===== config.mk =====
export PLATFORM = sky130hd
export DESIGN_NAME = node_sequencer
export DESIGN_NICKNAME = d
export VERILOG_FILES = /design/src/rtl/node_seq_pkg.sv /design/src/rtl/node_sequencer_path_buffer.sv /design/src/rtl/node_sequencer.sv
export SDC_FILE = /design/constraint.sdc
export NUM_CORES = 1
export LEC_CHECK = 0
export ABC_AREA = 1
export CAP_MARGIN = 20
export CORE_ASPECT_RATIO = 1.5
export CORE_MARGIN = 2
export CORE_UTILIZATION = 45
export DETAILED_ROUTE_END_ITERATION = 6
export DONT_BUFFER_PORTS = 1
export SYNTH_ARGS = -nofsm -noshare
export SYNTH_HDL_FRONTEND = slang
export SYNTH_HIERARCHICAL = 1
export SYNTH_SLANG_ARGS = --single-unit

===== constraint.sdc =====
create_clock -name clk -period 3 [get_ports clk]
set_input_delay 0.45 -clock clk [delete_from_list [all_inputs] [get_ports clk]]
set_output_delay 0.45 -clock clk [all_outputs]
set_load 0.02 [all_outputs]

===== src/rtl/node_seq_pkg.sv =====
// node_seq_pkg: shared widths, sentinel node ID and sequencer states.
// OBSTACLE_HOLD_EN adds the HOLD state.
package node_seq_pkg;

  localparam int NODE_W = 5;
  localparam int DEPTH  = 16;
  localparam int IDX_W  = $clog2(DEPTH);
  localparam int LEN_W  = IDX_W + 1;

  localparam logic [NODE_W-1:0] INVALID_NODE = 5'd31;

  typedef enum logic [2:0] {
    S_IDLE,
    S_RUN,
    S_DROP,
    S_DONE
`ifdef OBSTACLE_HOLD_EN
    ,
    S_HOLD
`endif
  } state_t;

endpackage


===== src/rtl/node_sequencer_path_buffer.sv =====
// path_buffer: DEPTH x NODE_W register file.
// One write port, two async read ports (node and next node).
module path_buffer
  import node_seq_pkg::*;
(
  input  logic              clk,
  input  logic              we,
  input  logic [IDX_W-1:0]  wa,
  input  logic [NODE_W-1:0] wd,
  input  logic [IDX_W-1:0]  ra0,
  input  logic [IDX_W-1:0]  ra1,
  output logic [NODE_W-1:0] rd0,
  output logic [NODE_W-1:0] rd1
);

  logic [NODE_W-1:0] mem [DEPTH];

  // path storage, written one slot per accepted load
  always_ff @(posedge clk) begin
    if (we) mem[wa] <= wd;
  end

  assign rd0 = mem[ra0];
  assign rd1 = mem[ra1];

endmodule


===== src/rtl/node_sequencer.sv =====
// node_sequencer: walks a stored node path, fires a timed delatch pulse.
// OBSTACLE_HOLD_EN enables obstacle-qualified HOLD and fault_count.
module node_sequencer
  import node_seq_pkg::*;
#(
  parameter int DELATCH_CYCLES = 25000,
  parameter int OBS_FILTER     = 8
) (
  input  logic              clk,
  input  logic              rst_n,
  input  logic              wr_en,
  input  logic [NODE_W-1:0] wr_data,
  input  logic              start,
  input  logic              abort,
  input  logic [NODE_W-1:0] drop_node,
  input  logic              node_tick,
  input  logic              obstacle,
  output logic [NODE_W-1:0] current_node,
  output logic [NODE_W-1:0] future_node,
  output logic              en,
  output logic              delatch,
  output logic              done,
  output logic              load_err,
  output logic              missed_tick,
  output logic [3:0]        fault_count
);

  localparam int CW =
    (DELATCH_CYCLES > 1) ? $clog2(DELATCH_CYCLES) : 1;

  state_t            state, state_nxt;
  logic [LEN_W-1:0]  len, len_nxt;
  logic [IDX_W-1:0]  idx, idx_nxt, idx_p1;
  logic [NODE_W-1:0] drop_q, drop_nxt;
  logic              matched, matched_nxt;
  logic [CW-1:0]     cnt, cnt_nxt;
  logic              load_err_nxt, missed_nxt;
  logic              buf_we;
  logic [IDX_W-1:0]  buf_wa;
  logic [NODE_W-1:0] rd_cur, rd_nxt;
  logic              is_last;

`ifdef OBSTACLE_HOLD_EN
  localparam int OW = $clog2(OBS_FILTER) + 1;
  logic [OW-1:0] obs_cnt, obs_nxt;
  logic [3:0]    fault, fault_nxt;
  assign fault_count = fault;
`else
  logic unused;
  assign unused      = obstacle ^ (OBS_FILTER == 0);
  assign fault_count = 4'd0;
`endif

  assign idx_p1  = idx + IDX_W'(1);
  assign is_last = ({1'b0, idx} == len - LEN_W'(1));

  path_buffer u_buf (
    .clk (clk),
    .we  (buf_we),
    .wa  (buf_wa),
    .wd  (wr_data),
    .ra0 (idx),
    .ra1 (idx_p1),
    .rd0 (rd_cur),
    .rd1 (rd_nxt)
  );

  // state, counters and sticky flags
  always_ff @(posedge clk) begin
    if (!rst_n) begin
      state       <= S_IDLE;
      len         <= '0;
      idx         <= '0;
      drop_q      <= '0;
      matched     <= 1'b0;
      cnt         <= '0;
      load_err    <= 1'b0;
      missed_tick <= 1'b0;
`ifdef OBSTACLE_HOLD_EN
      obs_cnt     <= '0;
      fault       <= '0;
`endif
    end else begin
      state       <= state_nxt;
      len         <= len_nxt;
      idx         <= idx_nxt;
      drop_q      <= drop_nxt;
      matched     <= matched_nxt;
      cnt         <= cnt_nxt;
      load_err    <= load_err_nxt;
      missed_tick <= missed_nxt;
`ifdef OBSTACLE_HOLD_EN
      obs_cnt     <= obs_nxt;
      fault       <= fault_nxt;
`endif
    end
  end

  // next-state: loading, traversal, drop pulse timing
  always_comb begin
    state_nxt    = state;
    len_nxt      = len;
    idx_nxt      = idx;
    drop_nxt     = drop_q;
    matched_nxt  = matched;
    cnt_nxt      = cnt;
    load_err_nxt = load_err;
    missed_nxt   = missed_tick;
    buf_we       = 1'b0;
    buf_wa       = len[IDX_W-1:0];
`ifdef OBSTACLE_HOLD_EN
    obs_nxt      = '0;
    fault_nxt    = fault;
`endif
    if (abort) begin
      state_nxt   = S_IDLE;
      len_nxt     = '0;
      idx_nxt     = '0;
      matched_nxt = 1'b0;
    end else begin
      unique case (state)
        S_IDLE, S_DONE: begin
          if (start) begin
            if (len >= LEN_W'(2)) begin
              state_nxt   = S_RUN;
              idx_nxt     = '0;
              drop_nxt    = drop_node;
              matched_nxt = 1'b0;
            end
          end else if (wr_en) begin
            if (state == S_DONE) begin
              buf_we    = 1'b1;
              buf_wa    = '0;
              len_nxt   = LEN_W'(1);
              state_nxt = S_IDLE;
            end else if (len == LEN_W'(DEPTH)) begin
              load_err_nxt = 1'b1;
            end else begin
              buf_we  = 1'b1;
              len_nxt = len + LEN_W'(1);
            end
          end
        end
        S_RUN: begin
`ifdef OBSTACLE_HOLD_EN
          if (obstacle) obs_nxt = obs_cnt + OW'(1);
          if (obstacle && obs_cnt == OW'(OBS_FILTER - 1)) begin
            state_nxt = S_HOLD;
            obs_nxt   = '0;
            if (fault != 4'hf) fault_nxt = fault + 4'd1;
            if (node_tick) missed_nxt = 1'b1;
          end else
`endif
          if (node_tick) begin
            idx_nxt = idx_p1;
            if (!matched && rd_nxt == drop_q) begin
              state_nxt   = S_DROP;
              matched_nxt = 1'b1;
              cnt_nxt     = CW'(DELATCH_CYCLES - 1);
            end else if ({1'b0, idx_p1} == len - LEN_W'(1)) begin
              state_nxt = S_DONE;
            end
          end
        end
        S_DROP: begin
          if (node_tick) missed_nxt = 1'b1;
          if (cnt == '0) state_nxt = is_last ? S_DONE : S_RUN;
          else           cnt_nxt   = cnt - CW'(1);
        end
`ifdef OBSTACLE_HOLD_EN
        S_HOLD: begin
          if (node_tick) missed_nxt = 1'b1;
          if (!obstacle) begin
            if (obs_cnt == OW'(OBS_FILTER - 1)) state_nxt = S_RUN;
            else obs_nxt = obs_cnt + OW'(1);
          end
        end
`endif
        default: state_nxt = S_IDLE;
      endcase
    end
  end

  // node outputs decoded from registered state and index
  always_comb begin
    current_node = INVALID_NODE;
    future_node  = INVALID_NODE;
    if (state != S_IDLE) begin
      current_node = rd_cur;
      if (state != S_DONE && !is_last) future_node = rd_nxt;
    end
  end

  assign en      = (state == S_RUN) || (state == S_DROP);
  assign delatch = (state == S_DROP);
  assign done    = (state == S_DONE);

endmodule


Word level (Yosys, flattened, before mapping)
Memory sizes are Yosys's and may differ from the RTL's. A register that Yosys moved wholly into a read port is not among the register bits.
Index checks and enable logic that the tools add are counted.

word-level totals
  word-level logic and storage cells = 100
  bits in registers = 35
  output and inout port bits = 19
  memories kept = 1
  input port bits = 17
  memory bits (writable) = 80

operators by class
  bitwise gates (word level) = 4
  $lt $le $gt $ge = 1
  muxes and demuxes = 43
  reductions and logical operators = 20
  equality and inequality tests = 19
  add/sub/neg operators = 4

memories
  memory     depth  width  read ports  clocked after memory_dff  wr ports  RTL line                          RTL
  u_buf.mem  16     5      2           1                         1         node_sequencer_path_buffer.sv:16  logic [NODE_W-1:0] mem [DEPTH];

operator list
  operator                                                            count
  two-way mux 15 bit                                                  3
  two-way mux 4 bit                                                   10
  one-hot mux 15 bit (2 select lines)                                 1
  two-way mux 5 bit                                                   5
  two-way mux 3 bit                                                   8
  logical NOT 15 bit                                                  1
  subtractor 15 x 1 -> 15 bit (second input constant)                 1
  two-way mux 1 bit                                                   12
  inequality test 2 bit (second input constant)                       6
  inequality test 3 bit (second input constant)                       4
  AND reduction 4 bit                                                 3
  AND reduction 6 bit                                                 2
  equality test 4 x 5 -> 1 bit                                        2
  AND reduction 5 bit                                                 2
  one-hot mux 3 bit (3 select lines)                                  1
  one-hot mux 4 bit (2 select lines)                                  1
  equality test 3 x 2 -> 1 bit (second input constant)                2
  adder 5 x 1 -> 5 bit (second input constant)                        1
  equality test 5 bit                                                 1
  equality test 5 bit (second input constant)                         1
  greater-or-equal comparator 5 x 2 -> 1 bit (second input constant)  1
  subtractor 5 x 1 -> 5 bit (second input constant)                   1
  adder 4 x 1 -> 4 bit (second input constant)                        1
  NOT 1 bit                                                           4
  other kinds (13)                                                    17

Depth between registers and ports, before layout
  word-level depth = 9
  depth in mapped cells = 21
  mapped depth without buffers = 18

Hierarchy
Netlist, hierarchy kept.

by module, submodules not included
  module          cells an instance  seq. area each (um^2)  area each (um^2)  times used
  path_buffer     533                2,402.3                4,406.7           1
  node_sequencer  392                680.7                  2,444.8           1

Worst setup path before layout
OpenSTA, ideal clock, no wires.

  path kind = register to register
  start = reg idx[0]
  end = reg cnt[6]
  arrival = 2.293 ns
  setup time = 0.141 ns
  stages on the path, launching flop included = 19
  slack = 0.566 ns
  cell sequence = dfxtp_1 > ha_1 > xor2_1 > clkinv_1 > nand3_1 > nand3_1 > nand2_1 > inv_1 > nand2_1 > nand2_1 > nor2_1 > nand3_1 > nand2_1 > inv_2 > nor2_8 > nand2_4 > buf_6 > nand2_1 > a21oi_2

between the ends
  word-level cells in the longest chain between the ends = 6

RTL lines
  item                                    RTL line               RTL
  start: declaration                      node_sequencer.sv:33   logic [IDX_W-1:0] idx, idx_nxt, idx_p1;
  start signal: assignment                node_sequencer.sv:86   idx <= idx_nxt;
  adder 4 x 1 -> 4 bit                    node_sequencer.sv:54   assign idx_p1 = idx + IDX_W'(1);
  net idx_p1[2]                           node_sequencer.sv:33
  memory read (16 x 5 bit)                n/a
  net rd_nxt[2]                           node_sequencer.sv:40   logic [NODE_W-1:0] rd_cur, rd_nxt;
  equality test 5 bit                     node_sequencer.sv:156  if (!matched && rd_nxt == drop_q) begin
  logical AND 1 bit                       node_sequencer.sv:156
  inequality test 2 bit (no source line)  n/a
  AND reduction 5 bit (no source line)    n/a
  end signal: assignment                  node_sequencer.sv:89   cnt <= cnt_nxt;
  end: declaration                        node_sequencer.sv:36   logic [CW-1:0] cnt, cnt_nxt;

The timed path passes the listed nets, and every way through them passes these cells.
A chain may end at the register's enable or synchronous reset.

==> reports/results.ini <==
[clock_tree]
htreeDepth=4
cts_inserted_buffers=17
tritoncts=yes
clk_pin_slew_ns=0.06
clock_latency_ns=0.42
cts_setup_buffers=0
clock-root-buffer=clkbuf_16
cts_resized=0
hold_buffers=0
clock-sinks=114
cts.path.max_buffers=2

[sta]
final_max_slew_viol_count=0
slew_headroom_pct=41.1
finalHoldViolCount=0
fmax_ghz=0.354
worst_slack_ns=0.173
finClkSkew_ns=0.0101
period_minus_slack_ns=2.83
tns_ns=0
period_share_pct=94.2
rsz0062_at_grt=false
worst_pin_slew_ns=0.883
setup_viol=0

[final_layout]
areaGrowthSynthToFinish_pct=10.2
nNetsFinal=953
drive_gt1_share_pct=8.94
insertedDiodeCount=0
multi_input_area_um2=2960
final_cell_mix=nand2_1, nand3_1, inv_1
mostFrequentLayoutCell=nand2_1
fillCellCount=1522
regArea_um2=3080
final_cells=1139

[power]
power_density_nw_per_um2=523
p_total_mw=3.95
p_switching_uw=994
combPwrFrac_pct=7.6
peakVddDrop_v=0.000273
p_sw_share_pct=25.2
power.leakage_nw=3.39
power_frac_seq_pct=43.1
p_int_mw=2.96
clockPowerShare_pct=49.3

[grt]
overflow=0
grt_pass1_wl_um=29900
grt_max_degree=41
grt_usage_pct=24.0
antenna_found_initial=0
grt_pass1_vias=5627

[route]
finalWirelength_um=19200
ant_nets=0
wl_met3_um=1200
route.detailed.wl_per_inst_um=16.8
viasPerCell=5.27
drc=0
m1WireLength_um=7400
wl_met2_um=10000
drtIter0Drc=438
first_pass_iters=5
dr.max_layer_used=met4
num_vias=6002

[placement]
dp.cells=1107
port_buffers=0
dp.final_hpwl_um=13100
dp_slack_ns=0.216
globalplace.congestion=0.875

[yosys]
synth_top_family_by_area=simple AND/OR/NAND/NOR gates
yosysSeqAreaShare_pct=45.0
muxShareOfSynthArea_pct=0
ys.flop_type=edfxtp_1
synth_area_um2=6850
synthCells=925
async_reset_ff_share_pct=0
synth_edf_count=80
synth_compound_area_share_pct=4.67
synth_cell_types=38
synthSimpleGateAreaFrac_pct=35.3
synth_fa_ha_area_share_pct=1.64
synth.top_cells.by_area=edfxtp_1, nand2_1, nand3_1, dfxtp_1, inv_1
synth_top_cell_area_share_pct=35.1
syn_avg_cell_area_um2=7.41
synth_xor_area_share_pct=1.41
yosys.area.top_type=edfxtp_1
synth-seq-cells=114
yosysWarnings=6

[critical_path]
worst-setup-path-type=flip-flop to output pin
cp-end-kind=output pin
critPathRequiredTime_ns=2.55
worstPathArrival_ns=2.38
path_max_fanout=26
start_kind=flip-flop

[floorplanning]
die_area_um2=16200
num_rows=55
ioPinCount=36
floorplan.initialDensity_pct=45.7
coreArea_um2=15000
die_x_um=105
dieHeight_um=155

[worst_hold_path]
hold_path.class=input port to flip-flop

[run]
maxCapViolations=0

[run_status]
outcome=complete, no violations

## power groups by stage
stage	sequential, mW	clock [mW]	combinational, mW
6_report	1.70	1.95	0.298
4_1_cts	1.70	1.98	0.296
2_1_floorplan	1.73	0	0.238
5_1_grt	1.70	2.03	0.332
3_5_place_dp	1.74	0	0.295
3_3_place_gp	1.74	0	0.294
## layer usage
layer	vias to the layer above	track usage [%]
met2	262	44.2
met3	40	3.69
met4	0	10.8
li1	2956	-
met1	2744	27.2
met5	-	0
## through the flow
stage / utilization [%] / area (um^2) / hold slack (ns)
after global routing: 50.3 / 7550 / 0.113
after global placement: 46.5 / 6980 / 0.458
after CTS: 50.3 / 7540 / 0.113
final: 50.3 / 7550 / 0.127
after detailed placement: 46.5 / 6980 / 0.461
after floorplan: - / 6860 / 0.434
## path summary, 6_finish.rpt
check                          from                         end  slack, ns  cells after the start
max             idx[1]$_SDFFE_PP0P_             current_node[4]       0.17                      7
min                      wr_data[2]  u_buf/mem[10][2]$_DFFE_PP_       0.13                      0
max reg2reg     idx[0]$_SDFFE_PP0P_        cnt[14]$_SDFFE_PN0P_       0.23                     18
min reg2reg  drop_q[0]$_SDFFE_PN0P_      drop_q[0]$_SDFFE_PN0P_       0.47                      2
## cell usage after synthesis (7+ instances only)
master,instances
o21ai_0,9
ha_1,9
buf_2,11
inv_1,130
a21oi_1,17
buf_4,13
buf_6,11
a21oi_2,10
edfxtp_1,80
nand2_1,289
nor2_1,75
xor2_1,8
nand3_1,175
or2_2,7
dfxtp_1,34
## flip-flops by register name, summed over array words and instances, names as in the netlist
register / count
missed_tick: 1
cnt: 15
state: 2
idx: 4
len: 5
matched: 1
load_err: 1
u_buf/mem: 80
drop_q: 5
## kinds of logic after synthesis
| logic type | after synthesis |
|---|---|
| and+or+nand+nor | 564 |
| buffers and inverters | 178 |
| DFF | 114 |
| AOI/OAI and AO/OA | 48 |
| xor gates and xnor gates | 11 |
| adders and majority gates | 9 |
| other | 1 |
## worst max-delay path: stages (launching register included)
cell     delay (ns)
dfxtp_1        0.33
buf_4          0.31
inv_1          0.42
nand3_1        0.20
nand3_1        0.14
nand3_1        0.11
nand2_1        0.08
or2_2          0.34
## layout make-up
class,instances,area share [%]
clock buffers,18,5.82
multi-input cells,636,39.2
inverters,139,7.01
well taps,199,3.30
repair buffers,19,2.10
clock inverters,14,1.71
flip-flops and latches,114,40.8
Power figures use the tool's default switching activity.
